## src/rtl/exc_ctrl_unit_pkg.sv

```systemverilog
// Shared types and constants for the exception controller: FSM encoding,
// exception cause codes and the address-error classifier.
package exc_ctrl_unit_pkg;

  typedef enum logic [1:0] {
    ST_IDLE  = 2'd0,
    ST_FLUSH = 2'd1,
    ST_REDIR = 2'd2
  } exc_state_e;

  localparam logic [4:0] EXC_INT        = 5'd0;
  localparam logic [4:0] EXC_ADDR_ERR_F = 5'd4;
  localparam logic [4:0] EXC_ADDR_ERR_M = 5'd5;
  localparam logic [4:0] EXC_BUS_ERR_F  = 5'd6;
  localparam logic [4:0] EXC_BUS_ERR_M  = 5'd7;
  localparam logic [4:0] EXC_SYSCALL    = 5'd8;
  localparam logic [4:0] EXC_BREAK      = 5'd9;
  localparam logic [4:0] EXC_OVERFLOW   = 5'd12;

  localparam logic ENABLE  = 1'b1;
  localparam logic DISABLE = 1'b0;

  function automatic logic is_addr_err(input logic [4:0] code);
    return (code == EXC_ADDR_ERR_F) || (code == EXC_ADDR_ERR_M);
  endfunction

endpackage

```

## src/rtl/exc_ctrl_unit_prio_sel.sv

```systemverilog
// Combinational priority select over the pipeline exception sources;
// the highest index (oldest stage) with a pending request wins.
module exc_prio_sel #(
  parameter int NUM_SRC = 4,
  parameter int CODE_W  = 5,
  parameter int ADDR_W  = 32
) (
  input  logic [NUM_SRC-1:0]        exc_valid,
  input  logic [NUM_SRC*CODE_W-1:0] exc_code,
  input  logic [NUM_SRC*ADDR_W-1:0] exc_pc,
  input  logic [NUM_SRC*ADDR_W-1:0] exc_badaddr,
  input  logic [NUM_SRC-1:0]        exc_bd,
  output logic                      hit,
  output logic [CODE_W-1:0]         sel_code,
  output logic [ADDR_W-1:0]         sel_pc,
  output logic [ADDR_W-1:0]         sel_badaddr,
  output logic                      sel_bd
);

  // Ascending scan: later (higher) indices overwrite earlier matches.
  always_comb begin
    hit         = 1'b0;
    sel_code    = '0;
    sel_pc      = '0;
    sel_badaddr = '0;
    sel_bd      = 1'b0;
    for (int i = 0; i < NUM_SRC; i++) begin
      if (exc_valid[i]) begin
        hit         = 1'b1;
        sel_code    = exc_code[i*CODE_W +: CODE_W];
        sel_pc      = exc_pc[i*ADDR_W +: ADDR_W];
        sel_badaddr = exc_badaddr[i*ADDR_W +: ADDR_W];
        sel_bd      = exc_bd[i];
      end
    end
  end

endmodule

```

## src/rtl/exc_ctrl_unit.sv

```systemverilog
// Exception controller: picks a winning exception/interrupt, latches CP0
// state (EPC, cause, badvaddr, EXL), flushes the pipe and redirects fetch.
module exc_ctrl_unit
  import exc_ctrl_unit_pkg::*;
#(
  parameter int                NUM_SRC    = 4,
  parameter int                CODE_W     = 5,
  parameter int                ADDR_W     = 32,
  parameter logic [ADDR_W-1:0] EXC_VECTOR = 32'hBFC00380,
  parameter int                CNT_W      = 16
) (
  input  logic                      clk,
  input  logic                      rst_n,
  input  logic [NUM_SRC-1:0]        exc_valid,
  input  logic [NUM_SRC*CODE_W-1:0] exc_code,
  input  logic [NUM_SRC*ADDR_W-1:0] exc_pc,
  input  logic [NUM_SRC*ADDR_W-1:0] exc_badaddr,
  input  logic [NUM_SRC-1:0]        exc_bd,
  input  logic                      int_req,
  input  logic [ADDR_W-1:0]         int_pc,
  input  logic                      ie,
  input  logic                      eret,
  input  logic                      redir_ready,
  output logic                      flush,
  output logic                      redir_valid,
  output logic [ADDR_W-1:0]         redir_pc,
  output logic                      exl,
  output logic [ADDR_W-1:0]         epc,
  output logic [CODE_W-1:0]         cause_code,
  output logic                      cause_bd,
  output logic [ADDR_W-1:0]         badvaddr,
  output logic [2**CODE_W-1:0]      exc_onehot,
  output logic [CNT_W-1:0]          exc_cnt
);

  exc_state_e        state_q, state_d;
  logic [ADDR_W-1:0] redir_pc_q, redir_pc_d;
  logic              exl_q, exl_d;
  logic [ADDR_W-1:0] epc_q, epc_d;
  logic [CODE_W-1:0] cause_code_q, cause_code_d;
  logic              cause_bd_q, cause_bd_d;
  logic [ADDR_W-1:0] badvaddr_q, badvaddr_d;
  logic [CNT_W-1:0]  exc_cnt_q, exc_cnt_d;

  logic              src_hit;
  logic [CODE_W-1:0] src_code;
  logic [ADDR_W-1:0] src_pc;
  logic [ADDR_W-1:0] src_badaddr;
  logic              src_bd;

  exc_prio_sel #(
    .NUM_SRC (NUM_SRC),
    .CODE_W  (CODE_W),
    .ADDR_W  (ADDR_W)
  ) u_prio_sel (
    .exc_valid   (exc_valid),
    .exc_code    (exc_code),
    .exc_pc      (exc_pc),
    .exc_badaddr (exc_badaddr),
    .exc_bd      (exc_bd),
    .hit         (src_hit),
    .sel_code    (src_code),
    .sel_pc      (src_pc),
    .sel_badaddr (src_badaddr),
    .sel_bd      (src_bd)
  );

  logic              int_win;
  logic              win;
  logic [CODE_W-1:0] win_code;
  logic [ADDR_W-1:0] win_pc;
  logic              win_bd;

  // Interrupts are masked while already at exception level.
  assign int_win  = int_req & ie & ~exl_q;
  assign win      = src_hit | int_win;
  assign win_code = src_hit ? src_code : CODE_W'(EXC_INT);
  assign win_pc   = src_hit ? src_pc : int_pc;
  assign win_bd   = src_hit & src_bd;

  always_comb begin
    state_d      = state_q;
    redir_pc_d   = redir_pc_q;
    exl_d        = exl_q;
    epc_d        = epc_q;
    cause_code_d = cause_code_q;
    cause_bd_d   = cause_bd_q;
    badvaddr_d   = badvaddr_q;
    exc_cnt_d    = exc_cnt_q;
    case (state_q)
      ST_IDLE: begin
        if (win) begin
          state_d      = ST_FLUSH;
          cause_code_d = win_code;
          if (is_addr_err(5'(win_code))) badvaddr_d = src_badaddr;
          // Nested exceptions keep the original return point.
          if (!exl_q) begin
            epc_d      = win_bd ? (win_pc - ADDR_W'(4)) : win_pc;
            cause_bd_d = win_bd;
            exl_d      = ENABLE;
          end
          if (exc_cnt_q != '1) exc_cnt_d = exc_cnt_q + CNT_W'(1);
        end else if (eret) begin
          state_d    = ST_REDIR;
          redir_pc_d = epc_q;
          exl_d      = DISABLE;
        end
      end
      ST_FLUSH: begin
        state_d    = ST_REDIR;
        redir_pc_d = EXC_VECTOR;
      end
      ST_REDIR: begin
        if (redir_ready) state_d = ST_IDLE;
      end
      default: state_d = ST_IDLE;
    endcase
  end

  always_ff @(posedge clk or negedge rst_n) begin
    if (!rst_n) begin
      state_q      <= ST_IDLE;
      redir_pc_q   <= '0;
      exl_q        <= 1'b0;
      epc_q        <= '0;
      cause_code_q <= '0;
      cause_bd_q   <= 1'b0;
      badvaddr_q   <= '0;
      exc_cnt_q    <= '0;
    end else begin
      state_q      <= state_d;
      redir_pc_q   <= redir_pc_d;
      exl_q        <= exl_d;
      epc_q        <= epc_d;
      cause_code_q <= cause_code_d;
      cause_bd_q   <= cause_bd_d;
      badvaddr_q   <= badvaddr_d;
      exc_cnt_q    <= exc_cnt_d;
    end
  end

  always_comb begin
    exc_onehot = '0;
    if (exl_q) exc_onehot[cause_code_q] = 1'b1;
  end

  assign flush       = (state_q == ST_FLUSH);
  assign redir_valid = (state_q == ST_REDIR);
  assign redir_pc    = redir_pc_q;
  assign exl         = exl_q;
  assign epc         = epc_q;
  assign cause_code  = cause_code_q;
  assign cause_bd    = cause_bd_q;
  assign badvaddr    = badvaddr_q;
  assign exc_cnt     = exc_cnt_q;

endmodule

```

## config.mk

```make
export PLATFORM = sky130hd
export DESIGN_NAME = exc_ctrl_unit
export DESIGN_NICKNAME = d
export VERILOG_FILES = /design/src/rtl/exc_ctrl_unit_pkg.sv /design/src/rtl/exc_ctrl_unit_prio_sel.sv /design/src/rtl/exc_ctrl_unit.sv
export SDC_FILE = /design/constraint.sdc
export NUM_CORES = 1
export LEC_CHECK = 0
export BUFFER_PORTS_ARGS = -buffer_cell sky130_fd_sc_hd__buf_2
export CORE_AREA = 4 4 181 183
export DETAILED_ROUTE_END_ITERATION = 10
export DIE_AREA = 0 0 185 187
export PLACE_DENSITY_LB_ADDON = 0.08
export SKIP_LAST_GASP = 1
export SLEW_MARGIN = 20
export SYNTH_ARGS = -nofsm -noshare
export SYNTH_HDL_FRONTEND = slang
export SYNTH_SLANG_ARGS = --single-unit
```

## constraint.sdc

```tcl
create_clock -name clk -period 2.35 [get_ports clk]
set_input_delay 0.235 -clock clk [delete_from_list [all_inputs] [get_ports clk]]
set_output_delay 0.235 -clock clk [all_outputs]
set_load 0.01 [all_outputs]
```

# Word-level counts from Yosys, hierarchy flattened
# Index checks and enable logic that the tools add are counted.
# W data, S select, Z words.
dict set report totals {
  reg_bits 121
  input_bits 322
  output_inout_bits 153
  wordCells 73
}
dict set report op_classes {
  add_sub_neg 2
  magnitude_cmp 2
  n_eq_ne 9
  n_mux 35
  n_bitwise 5
  reduce_logical 12
}
# operator count
set op_table {}
lappend op_table {{$mux W32} 13}
lappend op_table {{$pmux W32 S2} 1}
lappend op_table {{$sub A32 B3 Y32 const B} 1}
lappend op_table {{$mux W5} 5}
lappend op_table {{$add A16 B1 Y16 const B} 1}
lappend op_table {{$ne A16 B16 Y1 const B} 1}
lappend op_table {{$reduce_and A3 Y1} 4}
lappend op_table {{$mux W1} 11}
lappend op_table {{$eq A5 B3 Y1 const B} 2}
lappend op_table {{$lt A5 B6 Y1 const B} 1}
lappend op_table {{$mux W2} 3}
lappend op_table {{$ne A2 B2 Y1 const B} 3}
lappend op_table {{$pmux W2 S3} 1}
lappend op_table {{$reduce_and A2 Y1} 3}
lappend op_table {{$demux W1 S5} 1}
lappend op_table {{$ge A5 B1 Y1 const B} 1}
lappend op_table {{$reduce_bool A2 Y1} 2}
lappend op_table {{$and A1 B1 Y1} 3}
lappend op_table {{$ne A3 B3 Y1 const B} 1}
lappend op_table {{$eq A2 B1 Y1 const B} 1}
lappend op_table {{$eq A2 B2 Y1 const B} 1}
lappend op_table {{$logic_not A2 Y1} 1}
lappend op_table {{$logic_and A1 B1 Y1} 1}
lappend op_table {{$logic_or A1 B1 Y1} 1}
lappend op_table {{other kinds (2)} 2}

# Logic depth before layout (Yosys ltp)
# Gate-level depths: netlist of the first run.
dict set report depth {
  depth_word 8
  ltp_mapped 14
  mapped_depth_nobuf 9
}

# Modules after synthesis
# A second synthesis of the first run with hierarchy kept.
dict set report hier_totals {
  hier_cells 825
  hier_area_um2 7759.9
}
# module instances cells_per_inst area_per_inst_um2 seq_area_each_um2
set modules_own_cells {}
lappend modules_own_cells {exc_ctrl_unit 1 568 5984.5 3027.9}
lappend modules_own_cells {exc_prio_sel 1 257 1775.5 0.0}

# Worst setup path before layout of the first run
# Ideal clock, no wire load.
dict set report synth_timing {
  kind {input port to flip-flop}
  startpoint {input exc_valid[3]}
  endpoint {register epc_q[30], in the netlist epc[30]}
  setup_time_ns 0.083
  arrival_ns 2.471
  required_ns 2.267
  slack_ns -0.203
  stages 14
  n_path_buf 5
  path_cell_list {buf_6 -> or2_1 -> buf_6 -> buf_6 -> a221oi_1 -> a2bb2oi_2 -> ha_1 -> and4_1 -> clkbuf_1 -> and4b_1 -> buf_2 -> nand4_1 -> xnor2_1 -> o21ai_0}
}
dict set report synth_between {
  elab_chain_cells 4
  word_cells_on_any_way 9
  classes_between {add/sub: 1; mux: 5; bitwise: 2; reduce/logical: 1}
}
# item line
set synth_lines {}
lappend synth_lines {{start: declaration} exc_ctrl_unit.sv:14} ;# input logic [NUM_SRC-1:0] exc_valid,
lappend synth_lines {{$mux W32 / $mux W1 (equally long branches)} exc_ctrl_unit_prio_sel.sv:28} ;# if (exc_valid[i]) begin
lappend synth_lines {{$mux W32} exc_ctrl_unit.sv:78} ;# assign win_pc = src_hit ? src_pc : int_pc;
lappend synth_lines {{$sub A32 B3 Y32} exc_ctrl_unit.sv:98} ;# epc_d = win_bd ? (win_pc - ADDR_W'(4)) : win_pc;
lappend synth_lines {{$mux W32} exc_ctrl_unit.sv:98}
lappend synth_lines {{end signal: assignment} exc_ctrl_unit.sv:134} ;# epc_q <= epc_d;
lappend synth_lines {{end: declaration} exc_ctrl_unit.sv:39} ;# logic [ADDR_W-1:0] epc_q, epc_d;
# Several ways; a longest one is shown, not always the timed one.
# A chain may end at the register's enable or synchronous reset.

# Worst setup path after layout of the first run
dict set report layout_timing {
  startpoint {register exc_cnt_q[6], in the netlist exc_cnt[6]}
  endpoint {register exc_cnt_q[7], in the netlist exc_cnt[7]}
}
dict set report layout_between {
  elab_chain_cells 2
  word_cells_on_any_way 3
  classes_between {add/sub: 1; eq/ne: 1; reduce/logical: 1}
}
# item line
set layout_lines {}
lappend layout_lines {{start: declaration} exc_ctrl_unit.sv:43} ;# logic [CNT_W-1:0] exc_cnt_q, exc_cnt_d;
lappend layout_lines {{start signal: assignment} exc_ctrl_unit.sv:138} ;# exc_cnt_q <= exc_cnt_d;
lappend layout_lines {{branches (longest 2 deep; another with $add A16 B1 Y16)} --}
# Parallel ways; which one is timed is not known.

==> results of run 1 <==
-- cells by family (layout without fill, tap and decap cells) --
logic type                 after synthesis  count (layout)  share of synthesized area [%]
buffers and inverters                   82             650                           5.24
adders and majority gates                2               2                          0.334
AOI/OAI and AO/OA                      256             256                           25.6
and+or+nand+nor                        272             272                           17.9
other                                    0               3                              0
DFF                                    121             121                           40.4
muxes                                   37              37                           5.56
xor gates and xnor gates                43              43                           5.02
-- worst min-delay path by stage --
| stage | start | to | slack [ns] | cells after the start |
|---|---|---|---|---|
| after detailed placement | rst_n | badvaddr[31] | 0.22 | 1 |
| after CTS | redir_ready | state_q[1] | 0.005 | 2 |
| after global routing | redir_ready | state_q[1] | 0.03 | 2 |
| after floorplan | rst_n | badvaddr[0] | -0.06 | 0 |
| final | redir_ready | state_q[1] | 0.03 | 2 |
| after global placement | rst_n | badvaddr[31] | 0.22 | 1 |
-- cell type report --
class	instances	share of cell area [%]
multi-input cells	610	35.0
repair buffers	608	29.9
flip-flops and latches	121	25.7
well taps	402	4.27
clock buffers	18	3.73
clock inverters	14	0.988
inverters	10	0.319
diodes	3	0.0637
-- sequential cells by signal (all words and copies together), names as in the netlist --
signal and flops:
cause_bd 1, state_q 2, exl 1, epc 32, badvaddr 32, redir_pc 32
exc_cnt 16, cause_code 5
-- per-stage QoR --
stage	cell area, um2	hold WS, ns	instances
global route	11800	0.0349	1786
floorplan	7510	-0.0606	813
global placement	11200	0.215	1750
CTS	11800	0.00541	1783
finish	11800	0.0273	1786
detailed placement	11200	0.221	1750
-- power breakdown --
| part | total, uW | switching, uW | internal [uW] | leakage, uW |
|---|---|---|---|---|
| registers | 3410 | 629 | 2780 | 0.00150 |
| clock network | 2500 | 1100 | 1400 | 0.000261 |
| logic | 3820 | 2080 | 1750 | 0.00409 |
-- cells in the mapped netlist (11+ instances only) --
master                     count
sky130_fd_sc_hd__dfrtp_1     121
sky130_fd_sc_hd__nand2_1      86
sky130_fd_sc_hd__nor2_1       81
sky130_fd_sc_hd__clkbuf_1     45
sky130_fd_sc_hd__o21ai_0      43
sky130_fd_sc_hd__o22ai_1      42
sky130_fd_sc_hd__a221oi_1     41
sky130_fd_sc_hd__mux2_2       36
sky130_fd_sc_hd__xnor2_1      33
sky130_fd_sc_hd__a22o_1       24
sky130_fd_sc_hd__nor2b_1      23
sky130_fd_sc_hd__a21oi_1      19
sky130_fd_sc_hd__nand3_1      17
sky130_fd_sc_hd__nand3b_1     16
sky130_fd_sc_hd__buf_2        14
sky130_fd_sc_hd__a221o_1      13
sky130_fd_sc_hd__o22a_1       12
sky130_fd_sc_hd__nand4_1      11
-- timing repair --
item                       4_1_cts  5_1_grt
hold endpoints to repair        42        0
hold buffers                     1        0
setup endpoints to repair        6        6
resized for setup                1        1
-- worst register-to-register path, stage by stage (launching register included) --
cell	delay (ns)
sky130_fd_sc_hd__dfrtp_1	0.38
sky130_fd_sc_hd__and4_1	0.23
sky130_fd_sc_hd__and4_1	0.21
sky130_fd_sc_hd__and3_1	0.19
sky130_fd_sc_hd__a41oi_1	0.25
sky130_fd_sc_hd__and3_1	0.20
sky130_fd_sc_hd__nor2b_2	0.33
sky130_fd_sc_hd__nand4_1	0.16
sky130_fd_sc_hd__xnor2_1	0.14
-- layer usage --
layer	wire (um)	share of wire [%]	vias to the layer above	track usage, %
met2	19000	51	288	36.1
met3	2150	5.7	38	4.47
li1	-	-	4169	-
met1	15600	41	4018	26.2
met5	13	0.035	-	0
met4	757	2.0	2	6.10
==> summary.log, run 1 <==
[sta] Max Clock Skew 0.00928 ns
[synth] Mapped Avg Cell Area 9.22 um2
[global_route] Congestion Overflow GR 0
[die] number of rows in the core area 65
[sta] RSZ-0062 raised after global routing false
[setup_path] Reg2Reg Depth 8
[clock_tree] Post CTS Setup Buffer Count 0
[cells_and_area] commonest cells after routing, fill and taps aside 473 x sky130_fd_sc_hd__buf_2, 122 x sky130_fd_sc_hd__buf_4, 121 x sky130_fd_sc_hd__dfrtp_1, 86 x sky130_fd_sc_hd__nand2_1, 80 x sky130_fd_sc_hd__nor2_1
[routing] 1st-iter DRT viols 524
[sta] share of the cycle needed by the critical path after routing 94.2%
[run] max_cap viols 0
[clock_tree] clk sink count 121
[setup_path] kind of launch point of the worst setup path flip-flop
[setup_path] endpoint class of the critical path flip-flop
[synth] Mapped Cells 813
[cells_and_area] most common cell after layout, fill and taps aside sky130_fd_sc_hd__buf_2
[die] vertical extent of the die 187 um
[setup_path] Reg-to-Reg End exc_cnt[7]
[routing] DR vias/cell 4.77
[setup_path] cells along the critical path and4_1 > and4_1 > and3_1 > a41oi_1 > and3_1 > nor2b_2 > nand4_1 > xnor2_1
[sta] total count of hold-check failures in the final report 0
[setup_path] CP Data Arrival Time 2.51 ns
[clock_tree] maximum level of the CTS H-tree 4
[cells_and_area] area of the multi-input gates 4120 um2
[cells_and_area] FILL cells 3346
[synth] synth unique cells 62
[global_route] global-route usage over all layers 20.9%
[routing] via count 8515
[clock_tree] clock-pin slew on the worst setup and hold paths 0.06 ns
[die] Starting Density 24.0%
[place] detailed-placement wirelength estimate 31600 um
[synth] share of Yosys cell area claimed by the top area cell type 40.4%
[sta] worst rel slew slack 62.7%
[clock_tree] Clock Root Buffer sky130_fd_sc_hd__clkbuf_16
[sta] Final WS setup 0.136 ns
[routing] number of detailed-route iterations in the first pass 5
[setup_path] WP data required 2.65 ns
[synth] number of warnings reported in the yosys synthesis log 0
[setup_path] CP endpoint exc_cnt[7]
[min_path] worst min-delay path category in -> reg
[global_route] antenna violations before repair 4
[synth] Post-synth top flop sky130_fd_sc_hd__dfrtp_1
[setup_path] reg-to-reg startpoint exc_cnt[6]
[global_route] via count of the first global-routing pass 8848
[routing] DRC violations left 0
[status] run status completed
[global_route] wire length of the first global-routing pass 55000 um
[power_and_ir_drop] total power consumption of the routed design 9730 uW
[power_and_ir_drop] static leakage power 0.00586 uW
[setup_path] start point of the critical path exc_cnt[6]
[clock_tree] clock buffer count from CTS 17
[synth] Yosys reg bits 121
[cells_and_area] final net count 1692
[cells_and_area] register cell area after layout 3030 um2
[sta] actual slew at the worst max-slew pin 0.553 ns
[sta] Max Transition Viols Final 0
[power_and_ir_drop] largest voltage drop on the vdd net 0.000427 V
[cells_and_area] share of layout cells above drive strength 1 50.7%
[clock_tree] clock insertion delay at the later pin of the skew report 0.42 ns
[setup_path] family with the most delay on the worst path simple AND/OR/NAND/NOR gates
[sta] aggregate negative setup slack 0 ns
[synth] Cell Area, Synth 7500 um2
[routing] number of nets still failing antenna checks after routing 0
[setup_path] FF-to-FF setup slack 0.14 ns
[synth] number of enable flip-flop cells after synthesis 0
[power_and_ir_drop] Power Dens Cells 826 nW/um2
[clock_tree] CTS tree built
[sta] minimum clock period after layout 2.21 ns
[place] worst slack after detailed placement -0.275 ns
[synth] leading cell types by total area after synthesis sky130_fd_sc_hd__dfrtp_1 40%, sky130_fd_sc_hd__mux2_2 5.4%, sky130_fd_sc_hd__a221oi_1 4.8%
[synth] Synthesized Nets 1137
[setup_path] number of cells on the critical path 8
[routing] aggregate routed wire length 37500 um
[setup_path] critical path type reg -> reg
[synth] proportion of synthesized chip area in sequential cells 40.4%
[place] weighted congestion at the end of routability-driven global placement 0.882
[place] Buffers on Ports 474
[setup_path] biggest cell delay along the critical path 0.38 ns
[cells_and_area] Finished Core Util 37.7%
[sta] number of setup violations in the final report 0
[cells_and_area] area growth from synthesis to final layout 57.1%
[die] die extent in x 185 um
[setup_path] standard cell with the maximum stage delay on the critical path sky130_fd_sc_hd__dfrtp_1
[sta] maximum clock frequency 452 MHz
[synth] fraction of registers with async set/reset 100%
[die] floorplan core area 31200 um2
[die] total I/O pin count 475
[global_route] pin count of the biggest net entering global routing 46
[setup_path] worst-path fanout max 6
[die] DIE AREA 34600 um2
[setup_path] buffering stage count on the worst path with inverters included 0
[clock_tree] Max Root-Sink Buffers 2
[synth] largest area contributor in the netlist sky130_fd_sc_hd__dfrtp_1
[routing] average wire per standard cell 21.0 um
Note: power is estimated with default switching activity, not from simulation.
==> inputs of run 2 (changes only) <==
Settings changed: BUFFER_PORTS_ARGS -buffer_cell sky130_fd_sc_hd__buf_2 to -buffer_cell sky130_fd_sc_hd__clkbuf_2, CAP_MARGIN set to 10, SLEW_MARGIN 20 to 10.
==> run 2 against run 1 <==
Against the previous run: clock skew is 0.013 ns higher; maximum frequency is 0.83% lower; combinational power is 3% higher; sequential cell count stayed put; cell count hardly changed; critical path type is now in -> reg; register-to-register slack better by 0.05 ns; non-clock buffer count is 1 lower; critical path depth is 2 higher; via count is 1.2% higher; wire length is 1.0% higher; global-route usage is 0.42 points higher; utilization is 0.18 points higher.
==> summary.log, run 2 (same netlist as run 1, synthesis figures left out) <==
[clock_tree] Clock Root Buffer sky130_fd_sc_hd__clkbuf_16
[run] max_cap viols 0
[sta] Max Clock Skew 0.0227 ns
[global_route] antenna violations before repair 5
[routing] average wire per standard cell 21.2 um
[routing] DR vias/cell 4.83
[power_and_ir_drop] share of total power in the clock network 27.9%
[routing] length of routed met3 wiring 2230 um
[sta] maximum clock frequency 448 MHz
[clock_tree] CTS tree built
[status] run status completed
[power_and_ir_drop] total power consumption of the routed design 10100 uW
[routing] uppermost routed layer met5
[power_and_ir_drop] Flop pwr share 33.5%
[global_route] wire length of the first global-routing pass 56200 um
[power_and_ir_drop] Net Switching 3850 uW
[clock_tree] clock-pin slew on the worst setup and hold paths 0.06 ns
[setup_path] critical path type in -> reg
[clock_tree] Max Root-Sink Buffers 2
[global_route] global-route usage over all layers 21.4%
[global_route] Congestion Overflow GR 0
[clock_tree] clk sink count 121
[sta] minimum clock period after layout 2.23 ns
[die] vertical extent of the die 187 um
[sta] RSZ-0062 raised after global routing true
[die] number of rows in the core area 65
[setup_path] worst-path fanout max 8
[cells_and_area] share of layout cells above drive strength 1 50.5%
[routing] wire length on met2 19000 um
[setup_path] WP data required 2.68 ns
[routing] number of detailed-route iterations in the first pass 7
[routing] via count 8619
[global_route] via count of the first global-routing pass 9011
[routing] number of nets still failing antenna checks after routing 0
[setup_path] start point of the critical path exc_valid[2]
[place] weighted congestion at the end of routability-driven global placement 0.932
[routing] aggregate routed wire length 37900 um
[sta] worst rel slew slack 65.3%
[sta] share of the cycle needed by the critical path after routing 95.0%
[sta] Final WS setup 0.117 ns
[cells_and_area] final net count 1691
[place] Buffers on Ports 474
[power_and_ir_drop] Switching Fraction 37.9%
[sta] number of setup violations in the final report 0
[cells_and_area] area growth from synthesis to final layout 57.9%
[power_and_ir_drop] static leakage power 0.00590 uW
[sta] Max Transition Viols Final 0
[power_and_ir_drop] Power Dens Cells 857 nW/um2
[place] detailed-placement wirelength estimate 32000 um
[power_and_ir_drop] share of total power in combinational logic 38.6%
[die] total I/O pin count 475
[clock_tree] clock buffer count from CTS 17
[die] DIE AREA 34600 um2
[sta] aggregate negative setup slack 0 ns
[setup_path] kind of launch point of the worst setup path input pin
[routing] DRC violations left 0
[place] worst slack after detailed placement -0.321 ns
[sta] actual slew at the worst max-slew pin 0.520 ns
[die] Starting Density 24.0%
[routing] 1st-iter DRT viols 375
[clock_tree] maximum level of the CTS H-tree 4
[global_route] pin count of the biggest net entering global routing 52
[setup_path] CP Data Arrival Time 2.56 ns
[die] die extent in x 185 um
[power_and_ir_drop] Pint 6290 uW
[setup_path] reg-to-reg startpoint exc_cnt[4]
[min_path] beginning of the worst hold path redir_ready
[die] floorplan core area 31200 um2
[cells_and_area] commonest cells after routing, fill and taps aside 472 x sky130_fd_sc_hd__clkbuf_2, 121 x sky130_fd_sc_hd__dfrtp_1, 121 x sky130_fd_sc_hd__buf_4, 86 x sky130_fd_sc_hd__nand2_1, 81 x sky130_fd_sc_hd__nor2_1
[sta] total count of hold-check failures in the final report 0
[power_and_ir_drop] largest voltage drop on the vdd net 0.000542 V
[min_path] worst min-delay path category in -> reg
[setup_path] endpoint class of the critical path flip-flop
[clock_tree] clock insertion delay at the later pin of the skew report 0.42 ns
[cells_and_area] most common cell after layout, fill and taps aside sky130_fd_sc_hd__clkbuf_2
[routing] sum of routed wire segments on met1 15900 um
[run 2: cell count changes in the layout (fill, tap and decap cells not counted), moves of 2 or more]
cell	before	now
sky130_fd_sc_hd__bufinv_16	0	3
sky130_fd_sc_hd__inv_8	3	0
sky130_fd_sc_hd__inv_6	2	4
sky130_fd_sc_hd__buf_2	473	1
sky130_fd_sc_hd__clkinvlp_4	5	2
sky130_fd_sc_hd__clkbuf_2	0	472
[run 2: stage by stage]
stage	instance area, um2	utilization (%)	hold slack (ns)	std cells
finish	11800	37.9	0.0281	1785
global placement	11200	35.8	0.245	1748
detailed placement	11200	35.8	0.243	1748
floorplan	7510	-	-0.0606	813
CTS	11800	37.8	0.0116	1780
global route	11800	37.9	0.0424	1785
[run 2: worst paths after layout]
| kind | depth (start not counted) | to | slack (ns) |
|---|---|---|---|
| min in group asynchronous | 2 | redir_pc[1] | 0.35 |
| setup reg to reg | 9 | exc_cnt[7] | 0.19 |
| hold reg to reg | 1 | exc_cnt[13] | 0.49 |
| setup / recovery | 10 | epc[31] | 0.12 |
| max in group asynchronous | 3 | epc[30] | 1.31 |
| hold / removal | 2 | state_q[1] | 0.03 |
[run 2: power by group through the flow]
| stage | clock (uW) | combinational (uW) | sequential [uW] |
|---|---|---|---|
| after floorplan | 0 | 1590 | 3570 |
| after global placement | 0 | 3960 | 3440 |
| after detailed placement | 0 | 3970 | 3440 |
| after CTS | 2910 | 3970 | 3420 |
| after global routing | 3010 | 4320 | 3520 |
| final | 2820 | 3920 | 3400 |
[run 2: critical path, cell delays in order]
cell,delay (ns)
sky130_fd_sc_hd__clkbuf_2,0.16
sky130_fd_sc_hd__or2_2,0.38
sky130_fd_sc_hd__buf_4,0.20
sky130_fd_sc_hd__a221oi_1,0.29
sky130_fd_sc_hd__a2bb2oi_1,0.29
sky130_fd_sc_hd__nand4_1,0.18
sky130_fd_sc_hd__nor2_1,0.17
sky130_fd_sc_hd__nand3_1,0.10
sky130_fd_sc_hd__or3_1,0.37
sky130_fd_sc_hd__a31oi_1,0.17
[run 2: final cells by class]
cell class | instances | area, um2
Inverter | 10 | 37.5
Antenna cell | 4 | 10.0
Clock inverter | 12 | 163
Tap cell | 402 | 503
Fill cell | 3289 | 19400
Multi-Input combinational cell | 610 | 4130
Clock buffer | 19 | 453
Timing Repair Buffer | 607 | 3520
Sequential cell | 121 | 3030
[run 2: repair_timing]
action,CTS,global route
endpoints found under the hold margin,48,0
endpoints found under the setup margin,0,12
resized for setup,0,1
hold buffers,1,0
buffers inserted,0,1
[run 2: routing by layer]
layer | vias up | track usage (%)
li1 | 4150 | -
met1 | 4096 | 26.9
met2 | 329 | 36.9
met3 | 42 | 4.65
met4 | 2 | 5.62
met5 | - | 0
==> inputs of run 3 (changes only) <==
Clock period 2.35 ns to 1.95 ns, I/O delays scaled along.
==> run 3 against run 2 <==
Against the previous run: the flow now finishes with violations (setup timing); first-iteration DRC count up 29%; non-clock buffer count increased by 42; critical path depth decreased by 1; utilization increased by 3.4 points; critical path type is now reg -> reg; register-to-register slack got worse by 0.23 ns; wire length grew 3.8%; sequential share of layout area is 2.1 points lower; setup slack worse by 0.16 ns.
==> summary.log, run 3 (same netlist as run 1, synthesis figures left out) <==
[setup_path] family with the most delay on the worst path simple AND/OR/NAND/NOR gates
[routing] via count 8781
[cells_and_area] area growth from synthesis to final layout 72.0%
[status] violations in the final reports setup timing
[die] vertical extent of the die 187 um
[setup_path] number of cells on the critical path 9
[routing] DRC violations left 0
[sta] Final WS setup -0.0400 ns
[setup_path] critical path type reg -> reg
[place] worst slack after detailed placement -0.659 ns
[setup_path] cells along the critical path and4_4 > and4_4 > and3_4 > a41oi_4 > and3_4 > nor2b_4 > buf_6 > nand3_4 > xnor2_2
[place] detailed-placement wirelength estimate 31800 um
[global_route] pin count of the biggest net entering global routing 61
[routing] 1st-iter DRT viols 483
[sta] actual slew at the worst max-slew pin 0.656 ns
[cells_and_area] commonest cells after routing, fill and taps aside 469 x sky130_fd_sc_hd__clkbuf_2, 138 x sky130_fd_sc_hd__buf_4, 116 x sky130_fd_sc_hd__dfrtp_1, 85 x sky130_fd_sc_hd__nand2_1, 77 x sky130_fd_sc_hd__nor2_1
[cells_and_area] register cell area after layout 3030 um2
[power_and_ir_drop] Power Dens Cells 1000 nW/um2
[clock_tree] Clock Root Buffer sky130_fd_sc_hd__clkbuf_16
[setup_path] buffering stage count on the worst path with inverters included 1
[die] number of rows in the core area 65
[clock_tree] clock insertion delay at the later pin of the skew report 0.42 ns
[sta] minimum clock period after layout 1.99 ns
[sta] Hold Slack 0.0750 ns
[sta] number of setup violations in the final report 7
[setup_path] standard cell with the maximum stage delay on the critical path sky130_fd_sc_hd__dfrtp_2
[clock_tree] maximum level of the CTS H-tree 4
[run] max_cap viols 0
[sta] worst rel slew slack 55.8%
[global_route] Congestion Overflow GR 0
[routing] aggregate routed wire length 39300 um
[global_route] antenna violations before repair 1
[power_and_ir_drop] largest voltage drop on the vdd net 0.000582 V
[sta] total count of hold-check failures in the final report 0
[setup_path] worst-path fanout max 4
[status] run status complete, but fails checks
[die] die extent in x 185 um
[global_route] via count of the first global-routing pass 8912
[global_route] wire length of the first global-routing pass 56300 um
[clock_tree] clock-pin slew on the worst setup and hold paths 0.07 ns
[place] instance area at placement 11500 um2
[power_and_ir_drop] static leakage power 0.00637 uW
[routing] number of nets still failing antenna checks after routing 0
[setup_path] WP data required 2.24 ns
[cells_and_area] area of the multi-input gates 4650 um2
[setup_path] kind of launch point of the worst setup path flip-flop
[routing] number of detailed-route iterations in the first pass 6
[place] Buffers on Ports 474
[clock_tree] clock buffer count from CTS 17
[min_path] Worst Hold Path Cells 4
[sta] maximum clock frequency 503 MHz
[setup_path] endpoint class of the critical path flip-flop
[clock_tree] CTS tree built
[global_route] global-route usage over all layers 21.3%
[sta] share of the cycle needed by the critical path after routing 102%
[setup_path] Reg2Reg Depth 9
[cells_and_area] final design instance area without fill 12900 um2
[cells_and_area] FILL cells 3179
[min_path] worst min-delay path category in -> reg
[die] total I/O pin count 475
[cells_and_area] Finished Core Util 41.3%
[cells_and_area] share of layout cells above drive strength 1 56.2%
[cells_and_area] final net count 1733
[routing] average wire per standard cell 21.6 um
[clock_tree] Max Root-Sink Buffers 2
[die] Starting Density 24.0%
[sta] Max Transition Viols Final 0
[setup_path] CP Data Arrival Time 2.28 ns
[sta] RSZ-0062 raised after global routing true
[place] weighted congestion at the end of routability-driven global placement 0.889
[clock_tree] clk sink count 121
[sta] Max Clock Skew 0.0143 ns
[routing] DR vias/cell 4.81
[die] DIE AREA 34600 um2
[cells_and_area] most common cell after layout, fill and taps aside sky130_fd_sc_hd__clkbuf_2
[setup_path] biggest cell delay along the critical path 0.40 ns
[cells_and_area] number of antenna diodes 0
[die] floorplan core area 31200 um2
-- run 3: changes by cell type in the layout (fill, tap and decap cells not counted), moves of 6 or more --
| cell | change |
|---|---|
| sky130_fd_sc_hd__mux2_2 | -31 |
| sky130_fd_sc_hd__o21ai_0 | -18 |
| sky130_fd_sc_hd__mux2_4 | +32 |
| sky130_fd_sc_hd__a2bb2oi_2 | +6 |
| sky130_fd_sc_hd__nand3_1 | -8 |
| sky130_fd_sc_hd__xnor2_1 | -7 |
| sky130_fd_sc_hd__o21ai_1 | +18 |
| sky130_fd_sc_hd__buf_4 | +17 |
| sky130_fd_sc_hd__xnor2_2 | +7 |
| sky130_fd_sc_hd__a2bb2oi_1 | -6 |
| sky130_fd_sc_hd__buf_6 | +17 |
-- run 3: layout make-up --
type                    instances  area share (%)
multi-input cells             610            36.0
well taps                     402            3.90
repair buffers                649            31.5
clock buffers                  18            3.33
flip-flops and latches        121            23.5
inverters                      10           0.291
clock inverters                14            1.46
-- run 3: metrics by stage --
step / setup TNS (ns) / total power [uW] / cells
5_1_grt: -1.19 / 13700 / 1824
3_3_place_gp: -43.30 / 9210 / 1756
2_1_floorplan: -12.80 / 6480 / 813
6_report: -0.0859 / 12900 / 1824
4_1_cts: -0.0845 / 12800 / 1807
3_5_place_dp: -46.07 / 9210 / 1756
-- run 3: timing repair --
action	4_1_cts	5_1_grt
pin swaps	25	36
gates resized for setup	44	60
cloned	2	5
setup endpoints to repair	81	66
buffers inserted	15	13
hold buffers	2	0
hold endpoints to repair	122	0
-- run 3: tightest hold or removal path: stages --
cell,delay (ns)
sky130_fd_sc_hd__clkbuf_2,0.10
sky130_fd_sc_hd__nand2_1,0.06
sky130_fd_sc_hd__nand2_1,0.05
sky130_fd_sc_hd__nand2_1,0.05
-- run 3: worst paths after layout --
path | slack (ns) | startpoint | endpoint
setup / recovery | -0.04 | exc_cnt[4] | exc_cnt[13]
hold / removal | 0.07 | eret | exl
setup reg to reg | -0.04 | exc_cnt[4] | exc_cnt[13]
hold reg to reg | 0.50 | redir_pc[14] | redir_pc[14]
max in group asynchronous | 1.27 | rst_n | cause_code[3]
min in group asynchronous | 0.13 | rst_n | exc_cnt[7]
-- run 3: power breakdown --
part	leakage [uW]	internal [uW]	switching, uW	total [uW]
logic	0.00457	2630	2740	5370
registers	0.00150	3360	751	4110
clock network	0.000296	2050	1370	3420
total	0.00637	8040	4860	12900
-- run 3: routing by layer --
metal  global-route usage [%]  vias to the layer above  wire length [um]
li1                         -                     4233                 -
met1                     27.6                     4210             16700
met2                     37.3                      306             20000
met3                     4.14                       30              2210
met4                     3.59                        2               431
met5                        0                        -                 7
